## src/rtl/tohost_console_pkg.sv

```systemverilog
// Shared command codes, TX state encoding and store-decode helpers for the tohost console.
package tohost_console_pkg;

    localparam logic [1:0] TOHOST_CMD_PRINT    = 2'd1;
    localparam logic [1:0] TOHOST_CMD_POWEROFF = 2'd2;

    typedef enum logic [1:0] {
        TX_IDLE  = 2'd0,
        TX_START = 2'd1,
        TX_DATA  = 2'd2,
        TX_STOP  = 2'd3
    } tx_state_e;

    typedef struct packed {
        logic [1:0] cmd;
        logic [7:0] chr;
    } tohost_req_t;

    function automatic tohost_req_t tohost_req(input logic [31:0] wd);
        tohost_req_t r;
        r.cmd = wd[17:16];
        r.chr = wd[7:0];
        return r;
    endfunction

endpackage

```

## src/rtl/tohost_console_if.sv

```systemverilog
// Core data-memory store port as observed by the console: address, byte enables, store data.
interface tohost_console_if;
    logic [31:0] i_d_addr;
    logic [3:0]  i_d_we;
    logic [31:0] i_wd_data;

    modport master (output i_d_addr, output i_d_we, output i_wd_data);
    modport slave  (input  i_d_addr, input  i_d_we, input  i_wd_data);
endinterface

```

## src/rtl/tohost_console_fifo.sv

```systemverilog
// Circular character FIFO; push visible in count the cycle after the edge, head read combinationally.
// Full without a same-cycle pop drops the push and pulses drop_o; no backpressure upstream.
module console_fifo #(
    parameter int DEPTH = 16
) (
    input  logic                     w_clk,
    input  logic                     r_rst,
    input  logic                     push_vld_i,
    input  logic [7:0]               push_dat_i,
    input  logic                     pop_i,
    output logic [7:0]               head_dat_o,
    output logic [$clog2(DEPTH):0]   count_o,
    output logic                     drop_o
);
    localparam int PW = $clog2(DEPTH);
    localparam int CW = PW + 1;

    logic [7:0]    mem_q [DEPTH];
    logic [PW-1:0] head_q, tail_q;
    logic [CW-1:0] count_q;
    logic          pop_ok, push_ok;

    assign pop_ok  = pop_i & (count_q != '0);
    // A pop in the same cycle frees the slot the push needs, even when full.
    assign push_ok = push_vld_i & ((count_q < CW'(DEPTH)) | pop_ok);
    assign drop_o  = push_vld_i & ~push_ok;

    always_ff @(posedge w_clk) begin
        if (r_rst) begin
            head_q  <= '0;
            tail_q  <= '0;
            count_q <= '0;
        end else begin
            if (push_ok) tail_q <= tail_q + PW'(1);
            if (pop_ok)  head_q <= head_q + PW'(1);
            if (push_ok && !pop_ok)      count_q <= count_q + CW'(1);
            else if (pop_ok && !push_ok) count_q <= count_q - CW'(1);
        end
    end

    always_ff @(posedge w_clk) begin
        if (push_ok) mem_q[tail_q] <= push_dat_i;
    end

    assign head_dat_o = mem_q[head_q];
    assign count_o    = count_q;

endmodule

```

## src/rtl/tohost_console.sv

```systemverilog
// Decodes tohost stores (3-cycle pipe to FIFO/poweroff) and serialises queued chars as 8N1 UART.
// Never stalls the core: a print arriving with the FIFO full is dropped and flagged in o_overflow.
module tohost_console
    import tohost_console_pkg::*;
#(
    parameter logic [31:0] TOHOST_ADDR = 32'h40008000,
    parameter int          QUEUE_DEPTH = 16,
    parameter int          SERIAL_WCNT = 868
) (
    input  logic                          w_clk,
    input  logic                          r_rst,
    tohost_console_if.slave               store_if,
    output logic                          o_txd,
    output logic                          o_poweroff,
    output logic                          o_busy,
    output logic                          o_overflow,
    output logic [$clog2(QUEUE_DEPTH):0]  o_count
);
    localparam int              CNTW       = $clog2(SERIAL_WCNT);
    localparam logic [CNTW-1:0] CNT_RELOAD = CNTW'(SERIAL_WCNT - 1);

    logic        s1_vld_q, s2_vld_q;
    tohost_req_t s1_req_q, s2_req_q;
    logic        poweroff_q, overflow_q;

    logic        push_vld, fifo_drop, pop;
    logic [7:0]  head_dat;
    logic [$clog2(QUEUE_DEPTH):0] fifo_count;

    tx_state_e       state_q, state_d;
    logic [CNTW-1:0] cnt_q, cnt_d;
    logic [2:0]      bit_q, bit_d;
    logic [7:0]      shift_q, shift_d;
    logic            txd_q, txd_d;
    logic            period_done;

    always_ff @(posedge w_clk) begin
        if (r_rst) begin
            s1_vld_q   <= 1'b0;
            s1_req_q   <= '0;
            s2_vld_q   <= 1'b0;
            s2_req_q   <= '0;
            poweroff_q <= 1'b0;
            overflow_q <= 1'b0;
        end else begin
            s1_vld_q <= (store_if.i_d_addr == TOHOST_ADDR) && store_if.i_d_we[0];
            s1_req_q <= tohost_req(store_if.i_wd_data);
            s2_vld_q <= s1_vld_q;
            s2_req_q <= s1_req_q;
            if (s2_vld_q && s2_req_q.cmd == TOHOST_CMD_POWEROFF) poweroff_q <= 1'b1;
            if (fifo_drop) overflow_q <= 1'b1;
        end
    end

    assign push_vld = s2_vld_q && (s2_req_q.cmd == TOHOST_CMD_PRINT);

    console_fifo #(.DEPTH(QUEUE_DEPTH)) u_fifo (
        .w_clk      (w_clk),
        .r_rst      (r_rst),
        .push_vld_i (push_vld),
        .push_dat_i (s2_req_q.chr),
        .pop_i      (pop),
        .head_dat_o (head_dat),
        .count_o    (fifo_count),
        .drop_o     (fifo_drop)
    );

    assign period_done = (cnt_q == '0);

    always_ff @(posedge w_clk) begin
        if (r_rst) state_q <= TX_IDLE;
        else       state_q <= state_d;
    end

    always_comb begin
        state_d = state_q;
        case (state_q)
            TX_IDLE:  if (fifo_count != '0)                state_d = TX_START;
            TX_START: if (period_done)                     state_d = TX_DATA;
            TX_DATA:  if (period_done && bit_q == 3'd7)    state_d = TX_STOP;
            TX_STOP:  if (period_done)                     state_d = TX_IDLE;
            default:                                       state_d = TX_IDLE;
        endcase
    end

    // txd_d is the line level for the next cycle, so each transition loads the first level of the new phase.
    always_comb begin
        pop     = 1'b0;
        cnt_d   = period_done ? CNT_RELOAD : cnt_q - CNTW'(1);
        bit_d   = bit_q;
        shift_d = shift_q;
        txd_d   = txd_q;
        case (state_q)
            TX_IDLE: begin
                cnt_d = CNT_RELOAD;
                pop   = (fifo_count != '0);
                txd_d = ~pop;
                if (pop) shift_d = head_dat;
            end
            TX_START: begin
                if (period_done) begin
                    bit_d = 3'd0;
                    txd_d = shift_q[0];
                end
            end
            TX_DATA: begin
                if (period_done) begin
                    if (bit_q == 3'd7) begin
                        txd_d = 1'b1;
                    end else begin
                        bit_d = bit_q + 3'd1;
                        txd_d = shift_q[bit_q + 3'd1];
                    end
                end
            end
            TX_STOP: begin
                txd_d = 1'b1;
            end
            default: begin
                txd_d = 1'b1;
            end
        endcase
    end

    always_ff @(posedge w_clk) begin
        if (r_rst) begin
            cnt_q   <= CNT_RELOAD;
            bit_q   <= 3'd0;
            shift_q <= 8'd0;
            txd_q   <= 1'b1;
        end else begin
            cnt_q   <= cnt_d;
            bit_q   <= bit_d;
            shift_q <= shift_d;
            txd_q   <= txd_d;
        end
    end

    assign o_txd      = txd_q;
    assign o_poweroff = poweroff_q;
    assign o_overflow = overflow_q;
    assign o_count    = fifo_count;
    assign o_busy     = (fifo_count != '0) || (state_q != TX_IDLE);

endmodule

```

## src/flat_wrapper.sv

```systemverilog
// flat-port wrapper written by rule: the top's interface ports become plain ports
module tohost_console_flat import tohost_console_pkg::*;
#(
    parameter logic [31:0] TOHOST_ADDR = 32'h40008000,
    parameter int          QUEUE_DEPTH = 16,
    parameter int          SERIAL_WCNT = 868
)
  (w_clk, r_rst, o_txd, o_poweroff, o_busy, o_overflow, o_count, store_if_i_d_addr, store_if_i_d_we, store_if_i_wd_data);
  tohost_console_if store_if_i ();
  input  logic w_clk;
  input  logic r_rst;
  output logic o_txd;
  output logic o_poweroff;
  output logic o_busy;
  output logic o_overflow;
  output logic [$clog2(QUEUE_DEPTH):0] o_count;
  input wire logic [$bits(store_if_i.i_d_addr)-1:0] store_if_i_d_addr;
  input wire logic [$bits(store_if_i.i_d_we)-1:0] store_if_i_d_we;
  input wire logic [$bits(store_if_i.i_wd_data)-1:0] store_if_i_wd_data;
  assign store_if_i.i_d_addr = store_if_i_d_addr;
  assign store_if_i.i_d_we = store_if_i_d_we;
  assign store_if_i.i_wd_data = store_if_i_wd_data;
  tohost_console #(.TOHOST_ADDR(TOHOST_ADDR), .QUEUE_DEPTH(QUEUE_DEPTH), .SERIAL_WCNT(SERIAL_WCNT)) u_core (.w_clk(w_clk), .r_rst(r_rst), .store_if(store_if_i), .o_txd(o_txd), .o_poweroff(o_poweroff), .o_busy(o_busy), .o_overflow(o_overflow), .o_count(o_count));
endmodule
```

## config.mk

```make
export PLATFORM = sky130hd
export DESIGN_NAME = tohost_console_flat
export DESIGN_NICKNAME = d
export VERILOG_FILES = /design/src/rtl/tohost_console_pkg.sv /design/src/rtl/tohost_console_if.sv /design/src/rtl/tohost_console_fifo.sv /design/src/rtl/tohost_console.sv /design/src/flat_wrapper.sv
export SDC_FILE = /design/constraint.sdc
export NUM_CORES = 1
export LEC_CHECK = 0
export CAP_MARGIN = 30
export CORE_ASPECT_RATIO = 2
export CORE_MARGIN = 1
export CORE_UTILIZATION = 45
export DETAILED_ROUTE_END_ITERATION = 10
export PLACE_DENSITY = 0.66
export SLEW_MARGIN = 20
export SYNTH_ARGS = -nofsm -noshare
export SYNTH_HDL_FRONTEND = slang
export SYNTH_HIERARCHICAL = 1
export SYNTH_SLANG_ARGS = --single-unit
```

## constraint.sdc

```tcl
create_clock -name w_clk -period 3.8 [get_ports w_clk]
set_input_delay 0.76 -clock w_clk [delete_from_list [all_inputs] [get_ports w_clk]]
set_output_delay 0.76 -clock w_clk [all_outputs]
set_load 0.01 [all_outputs]
```

==> qor.yml, run 1 <==
run_status:
  status: "finished, final reports clean"
setup_path:
  cp_cell_sequence: "nor3_1, nand2_1, nand2_1, inv_1, nand2b_1, and2_1, ha_1, inv_1, ha_1, a21oi_1, a211oi_1, a31oi_1, mux2_2"
  worst_ep_arrival_time_ns: 3.54
  crit_buf_inv: 2
  critPathCaptureType: "register"
  worst_setup_path_start_kind: "register"
  timing.critical_path.max_delay_family: "simple AND/OR/NAND/NOR gates"
  worst_path_largest_cell_delay_ns: 0.37
  timing.reg2reg.worst_path_depth: 13
  setup.worst_path.start: "u_core/u_fifo/count_o[1]"
  cp_num_cells: 13
  max_stage_delay_cell_worst_path: "sky130_fd_sc_hd__dfxtp_1"
  criticalPathCategory: "register to register"
  timing.rr.start: "u_core/u_fifo/count_o[1]"
  crit_fanout: 6
  timing.critical_path.required_ns: 4.11
clock_tree:
  cts_inserted_buffers: 17
  cts_buffer_depth: 2
  clock_insertion_delay_worst_skew_ns: 0.42
  cts_tree: "done"
  root_buffer: "sky130_fd_sc_hd__clkbuf_16"
  cts_hold_buffers: 0
  ctsHtreeMaxLevel: 4
  post_cts_setup_driven_buffer_insertion_count: 0
  clkTransAtPathRegs_ns: 0.07
  cts_sinks: 193
  cts_resized: 0
timing:
  timing.final.setup_violations: 0
  max_freq_mhz: 309
  worstMarginPinSlew_ns: 0.871
  hold_slack_ns: 0.402
  finClkSkew_ns: 0.0102
  post-route-period-util_pct: 85.0
  maxSlewHeadroom_pct: 41.7
  min_period_ns: 3.23
  finalSetupTns_ns: 0
  rsz0062_at_grt: "false"
  hold_viol: 0
  drv_slew: 0
route:
  drt_drc_violations_left: 0
  dr.first_iter.drc_count: 257
  drt-vias-per-instance: 5.49
  wl_per_cell_um: 19.8
  via_count: 4318
  finalWirelength_mm: 15.5
  detail-route-antenna-nets: 0
  drtPass1Iterations: 4
die:
  rows: 67
  die_w_um: 94.8
  die_y_um: 188
  io_pins: 79
  fp.dieArea_sq_um: 17800
  start_util_pct: 46.3
  design.core.area_sq_um: 16800
synth:
  synth_seq_area_share_pct: 66.3
  post_synth_inst_count: 507
  synth_async_sr_flop_share_pct: 0
  synth.lib_cells_used.distinct: 56
  yosys.area.top_type: "sky130_fd_sc_hd__edfxtp_1"
  synthTopCellsByCount: "sky130_fd_sc_hd__edfxtp_1 (128), sky130_fd_sc_hd__dfxtp_1 (65), sky130_fd_sc_hd__nor2_1 (53)"
  synth.top_cells.by_area: "sky130_fd_sc_hd__edfxtp_1 (50%), sky130_fd_sc_hd__dfxtp_1 (17%), sky130_fd_sc_hd__mux4_2 (5.2%)"
  ys_seq_elements: 193
  synth.net_count: 596
  yosysWarnings: 6
  synthMostInstantiatedCell: "sky130_fd_sc_hd__edfxtp_1"
  postSynthAreaPerCell_sq_um: 15.3
  edff_count_synth: 128
  ys.flop_type: "sky130_fd_sc_hd__edfxtp_1"
  synth.top_cell.area_share_pct: 49.6
  area_of_the_mapped_netlist_sq_um: 7750
hold_path:
  hold_path_startpoint: "u_core/cnt_q[0]"
  min-delay-path-class: "register to register"
  worst_hold_path.num_cells: 1
placed_design:
  dp.final_hpwl_mm: 11.1
  port-buffer-count: 53
  placement.cell_area_sq_um: 8470
  gp_congestion: 0.807
cells_and_area:
  design_area_sq_um: 9030
  register_area_sq_um: 5150
  insertedDiodeCount: 0
  drive_gt1_share_pct: 11.7
  num-fill-cells: 1383
  nets_final: 655
  multi_input_area_sq_um: 2440
  synthToLayoutAreaGrowth_pct: 16.5
  fin_util_pct: 53.9
power:
  vdd_ir_drop_max_mv: 0.316
  p_leak_nw: 3.08
  post-layout-total-power_w: 0.00407
  pwr_density_cell_nw_per_um2: 450
global_route:
  global_route_usage_over_all_layers_pct: 19.0
  largest_net_degree_at_the_start_of_global_routing: 35
  globalRoute.totalOverflow: 0
  vias_in_the_first_global_route: 4652
  grt_antenna_before_repair: 0
  first_pass_grt_wire_length_mm: 24.3
job:
  drv.max_cap_violation_count: 0
layer usage:
layer  global-route usage, %  wire length [um]
met1                    19.3              5450
met2                    35.9              9180
met3                    3.37               387
met4                    9.15               519
met5                       0                 0
layout make-up:
type                            instances  area share [%]
Clock buffer                           19            4.79
Inverter                               10           0.415
Timing Repair Buffer                   62            6.70
Clock inverter                         13            1.25
Tap cell                              207            2.87
Multi-Input combinational cell        282            27.0
Sequential cell                       193            57.0
worst register-to-register path, cell delays in order, from the launching register on:
cell	delay, ns
sky130_fd_sc_hd__dfxtp_1	0.37
sky130_fd_sc_hd__nor3_1	0.25
sky130_fd_sc_hd__nand2_1	0.16
sky130_fd_sc_hd__nand2_1	0.17
sky130_fd_sc_hd__inv_1	0.12
sky130_fd_sc_hd__nand2b_1	0.24
sky130_fd_sc_hd__and2_1	0.29
sky130_fd_sc_hd__ha_1	0.24
sky130_fd_sc_hd__inv_1	0.16
sky130_fd_sc_hd__ha_1	0.30
sky130_fd_sc_hd__a21oi_1	0.22
sky130_fd_sc_hd__a211oi_1	0.10
sky130_fd_sc_hd__a31oi_1	0.16
sky130_fd_sc_hd__mux2_2	0.34
through the flow:
stage	setup WS, ns	cells
2_1_floorplan	0.673	507
3_3_place_gp	0.647	753
3_5_place_dp	0.609	753
4_1_cts	0.568	785
5_1_grt	0.293	786
6_report	0.569	786
worst paths after layout:
path                               to  slack [ns]
max reg2reg  u_core/u_fifo/count_o[4]        0.57
min                   u_core/cnt_q[0]        0.40
max          u_core/u_fifo/count_o[4]        0.57
min reg2reg           u_core/cnt_q[0]        0.40
state kept, by name, indices dropped and copies added (netlist names), named ones only:
name / cells
u_core/u_fifo/count_o: 5
u_core/u_fifo/tail_q: 4
u_core/state_q: 2
u_core/s1_req_q: 10
u_core/bit_q: 3
u_core/o_poweroff: 1
u_core/u_fifo/head_q: 4
u_core/cnt_q: 10
u_core/s1_vld_q: 1
u_core/u_fifo/mem_q: 128
u_core/s2_vld_q: 1
u_core/shift_q: 8
u_core/o_overflow: 1
u_core/s2_req_q: 10
u_core/o_txd: 1
power breakdown:
group          internal [W]  total [W]  switching, W  leakage, nW
sequential          0.00225    0.00227     0.0000259         1.69
combinational     0.0000859   0.000152     0.0000662         1.13
clock              0.000902    0.00164      0.000741        0.263
cells by family after synthesis:
logic type | after synthesis | share of synthesized area (%)
multiplexers | 48 | 12.1
AND/OR/NAND/NOR | 159 | 10.7
XOR/XNOR | 14 | 1.58
adder cells (fa/ha/maj) | 19 | 3.16
AO/OA/AOI/OAI | 42 | 4.00
buffers and inverters | 32 | 2.19
flip-flops | 193 | 66.3
placed cells by master (no fill, tap or decap), types with 10 or more instances in the layout:
master,Yosys,layout
sky130_fd_sc_hd__a22oi_1,16,16
sky130_fd_sc_hd__clkbuf_16,0,17
sky130_fd_sc_hd__clkdlybuf4s50_1,0,52
sky130_fd_sc_hd__dfxtp_1,65,63
sky130_fd_sc_hd__edfxtp_1,128,128
sky130_fd_sc_hd__ha_1,18,18
sky130_fd_sc_hd__inv_1,10,10
sky130_fd_sc_hd__mux2i_1,15,15
sky130_fd_sc_hd__mux4_1,14,14
sky130_fd_sc_hd__mux4_2,18,18
sky130_fd_sc_hd__nand2_1,30,30
sky130_fd_sc_hd__nor2_1,53,53
sky130_fd_sc_hd__nor2b_1,24,24
Note: power is estimated with default switching activity, not from simulation.
==> run 2: changes to the inputs <==
--- a/config.mk
+++ b/config.mk
@@ -8,9 +8,11 @@
 export CAP_MARGIN = 30
 export CORE_ASPECT_RATIO = 2
 export CORE_MARGIN = 1
-export CORE_UTILIZATION = 45
+export CORE_UTILIZATION = 57
 export DETAILED_ROUTE_END_ITERATION = 10
-export PLACE_DENSITY = 0.66
+export GPL_TIMING_DRIVEN = 0
+export PLACE_DENSITY = 0.8
+export REMOVE_ABC_BUFFERS = 1
 export SLEW_MARGIN = 20
 export SYNTH_ARGS = -nofsm -noshare
 export SYNTH_HDL_FRONTEND = slang
==> run 2 against run 1 <==
The run now ends with DRC left. Die area is 21% lower. Non-clock buffer count decreased by 7. Sequential power is essentially flat. Count of clock-buffer cells in the layout fell by 2. Flip-flop and latch count unchanged. Maximum frequency is 4.4% lower. Final area about the same. Clock power grew 10%. Clock skew is 0.0083 ns higher. Critical path depth stayed put. Critical endpoint unchanged. Cell count fell by 7.5%. Critical path type unchanged.
==> qor.yml, run 2 (same netlist as run 1, synthesis figures left out) <==
run_status:
  status: "finished, violations left"
  failed_checks: "DRC"
hold_path:
  whs_endpoint: "u_core/cnt_q[0]"
  hold_path_startpoint: "u_core/cnt_q[0]"
  worst_hold_path.num_cells: 1  # unchanged
  min-delay-path-class: "register to register"
clock_tree:
  clkTransAtPathRegs_ns: 0.08  # about the same
  post_cts_setup_driven_buffer_insertion_count: 0  # unchanged
  ctsHtreeMaxLevel: 4  # unchanged
  cts_buffer_depth: 2  # unchanged
  cts_inserted_buffers: 17  # unchanged
  cts_tree: "done"
  cts_sinks: 193  # unchanged
  clock_insertion_delay_worst_skew_ns: 0.43  # about the same
  root_buffer: "sky130_fd_sc_hd__clkbuf_16"
global_route:
  globalRoute.totalOverflow: 0  # unchanged
  grt_antenna_before_repair: 0  # unchanged
  largest_net_degree_at_the_start_of_global_routing: 39  # +11%
  vias_in_the_first_global_route: 4503  # -3.2%
  global_route_usage_over_all_layers_pct: 22.4  # +3.4 points
  first_pass_grt_wire_length_mm: 23.4  # -3.9%
cells_and_area:
  instances_no_fill: 727  # -7.5%
  max_ffs_per_register: 128  # unchanged
  insertedDiodeCount: 0  # unchanged
  synthToLayoutAreaGrowth_pct: 16.5  # about the same
  design_area_sq_um: 9030  # about the same
  largest-register: "u_core/u_fifo/mem_q"
  commonest_non_fill_non_tap_cell_in_the_layout: "sky130_fd_sc_hd__edfxtp_1"
  drive_gt1_share_pct: 12.2  # +0.49 points
  num-fill-cells: 922  # -33%
  mostFrequentLayoutCells: "sky130_fd_sc_hd__edfxtp_1 (128), sky130_fd_sc_hd__dfxtp_1 (63), sky130_fd_sc_hd__nor2_1 (53)"
  nets_final: 648  # -1.1%
route:
  highest_layer: "met4"
  via_count: 4327  # +0.21%
  drtPass1Iterations: 7  # +3
  wl_per_cell_um: 20.5  # +3.6%
  dr.first_iter.drc_count: 254  # -1.2%
  drt_drc_violations_left: 5  # +5
  detailroute.wirelength.met2_mm: 8.67  # -5.5%
  drt-vias-per-instance: 5.95  # +8.3%
  detail-route-antenna-nets: 0  # unchanged
  drt-met1-wl_mm: 5.49  # +0.64%
  finalWirelength_mm: 14.9  # -4.2%
  route.met3.wl_um: 470  # +21%
setup_path:
  critical_path.reg2reg.endpoint: "u_core/u_fifo/count_o[4]"
  criticalPathCategory: "register to register"
  crit_fanout: 9  # +3
  cp_cell_sequence: "nor3_1, nand2_1, nand2_2, inv_1, nand2b_1, and2_1, ha_1, inv_1, ha_1, a21oi_1, a211oi_1, a31oi_1, mux2_2"
  max_stage_delay_cell_worst_path: "sky130_fd_sc_hd__dfxtp_1"
  worst_path_largest_cell_delay_ns: 0.38  # about the same
  worst_ep_arrival_time_ns: 3.71  # +0.17 ns
  timing.critical_path.max_delay_family: "simple AND/OR/NAND/NOR gates"
  critPathCaptureType: "register"
  crit_buf_inv: 2  # unchanged
  worst_setup_path_start_kind: "register"
  timing.critical_path.required_ns: 4.13  # +0.02 ns
  timing.rr.start: "u_core/u_fifo/count_o[1]"
  timing.reg2reg.worst_path_depth: 13  # unchanged
  r2r_slack_ns: 0.42  # -0.15 ns
placed_design:
  dp.final_hpwl_mm: 10.2  # -8.1%
  port-buffer-count: 53  # unchanged
  placement.cell_area_sq_um: 8400  # -0.77%
  numPlacedInstances: 695  # -7.7%
  gp_congestion: 0.758  # -6.1%
timing:
  maxSlewHeadroom_pct: 34.9  # -6.8 points
  post-route-period-util_pct: 88.9  # +3.9 points
  max_freq_mhz: 296  # -4.4%
  hold_viol: 0  # unchanged
  finalSetupTns_ns: 0  # unchanged
  drv_slew: 0  # unchanged
  timing.final.setup_violations: 0  # unchanged
  finClkSkew_ns: 0.0186  # +0.00834 ns
  min_period_ns: 3.38  # +0.148 ns
  worstMarginPinSlew_ns: 0.972  # +0.102 ns
  rsz0062_at_grt: "false"
die:
  die_w_um: 84.5  # -11%
  die_y_um: 167  # -11%
  io_pins: 79  # unchanged
  fp.dieArea_sq_um: 14100  # -21%
  start_util_pct: 58.0  # +12 points
  rows: 60  # -10%
  design.core.area_sq_um: 13400  # -20%
job:
  drv.max_cap_violation_count: 0  # unchanged
power:
  p_leak_nw: 3.11  # +0.93%
  pwr_density_cell_nw_per_um2: 469  # +4.2%
  post-layout-total-power_w: 0.00424  # +4.2%
  vdd_ir_drop_max_mv: 0.474  # +50%
[run 2: cell types whose count changed in the layout (fill, tap and decap cells not counted), sizes merged]
cell	change
buf	-7
bufinv	-1
clkbuf	-2
clkinv	-2
clkinvlp	-2
inv	+7
[run 2: cell type report]
class,count,area [sq um],share of cell area [%]
Clock buffer,17,425,4.71
Sequential cell,193,5150,57.0
Timing Repair Buffer,55,566,6.26
Tap cell,155,194,2.15
Inverter,10,37.5,0.416
Clock inverter,15,199,2.20
Multi-Input combinational cell,282,2460,27.3
[run 2: worst max-delay path by stage]
stage | to | startpoint | slack (ns) | cells after the start
after global placement | u_core/cnt_q[6] | r_rst | 0.12 | 3
after global routing | u_core/u_fifo/count_o[4] | u_core/u_fifo/count_o[1] | 0.12 | 13
after floorplan | u_core/u_fifo/count_o[4] | u_core/u_fifo/count_o[1] | 0.74 | 13
after CTS | u_core/u_fifo/count_o[4] | u_core/u_fifo/count_o[1] | 0.24 | 13
final | u_core/u_fifo/count_o[4] | u_core/u_fifo/count_o[1] | 0.42 | 13
after detailed placement | u_core/u_fifo/count_o[4] | u_core/u_fifo/count_o[1] | 0.25 | 13
[run 2: routing by layer]
layer | global-route usage [%] | vias up
li1 | - | 2015
met3 | 3.91 | 16
met4 | 10.5 | 0
met2 | 42.2 | 101
met1 | 23.9 | 2195
met5 | 0 | -
[run 2: worst reg2reg max path, cell delays in order, from the launching register on]
cell	delay (ns)
sky130_fd_sc_hd__dfxtp_1	0.38
sky130_fd_sc_hd__nor3_1	0.26
sky130_fd_sc_hd__nand2_1	0.16
sky130_fd_sc_hd__nand2_2	0.28
sky130_fd_sc_hd__inv_1	0.17
sky130_fd_sc_hd__nand2b_1	0.26
sky130_fd_sc_hd__and2_1	0.28
sky130_fd_sc_hd__ha_1	0.22
sky130_fd_sc_hd__inv_1	0.15
sky130_fd_sc_hd__ha_1	0.29
sky130_fd_sc_hd__a21oi_1	0.21
sky130_fd_sc_hd__a211oi_1	0.10
sky130_fd_sc_hd__a31oi_1	0.18
sky130_fd_sc_hd__mux2_2	0.34
[run 2: repair_timing]
action | 4_1_cts | 5_1_grt
resized for setup | 0 | 1
endpoints found under the setup margin | 0 | 2
hold buffers | 0 | 0
[run 2: report_power, final]
| group | internal, W | total (W) | switching (W) |
|---|---|---|---|
| sequential | 0.00224 | 0.00227 | 0.0000231 |
| clock | 0.000913 | 0.00181 | 0.000899 |
| combinational | 0.0000876 | 0.000158 | 0.0000703 |
| total | 0.00324 | 0.00424 | 0.000993 |
[run 2: stage by stage]
stage	setup WS [ns]	hold WS, ns	util [%]
4_1_cts	0.239	0.415	67.6
2_1_floorplan	0.739	0.371	-
6_report	0.421	0.416	67.6
3_5_place_dp	0.254	0.397	62.9
5_1_grt	0.117	0.426	67.6
3_3_place_gp	0.118	0.383	62.5
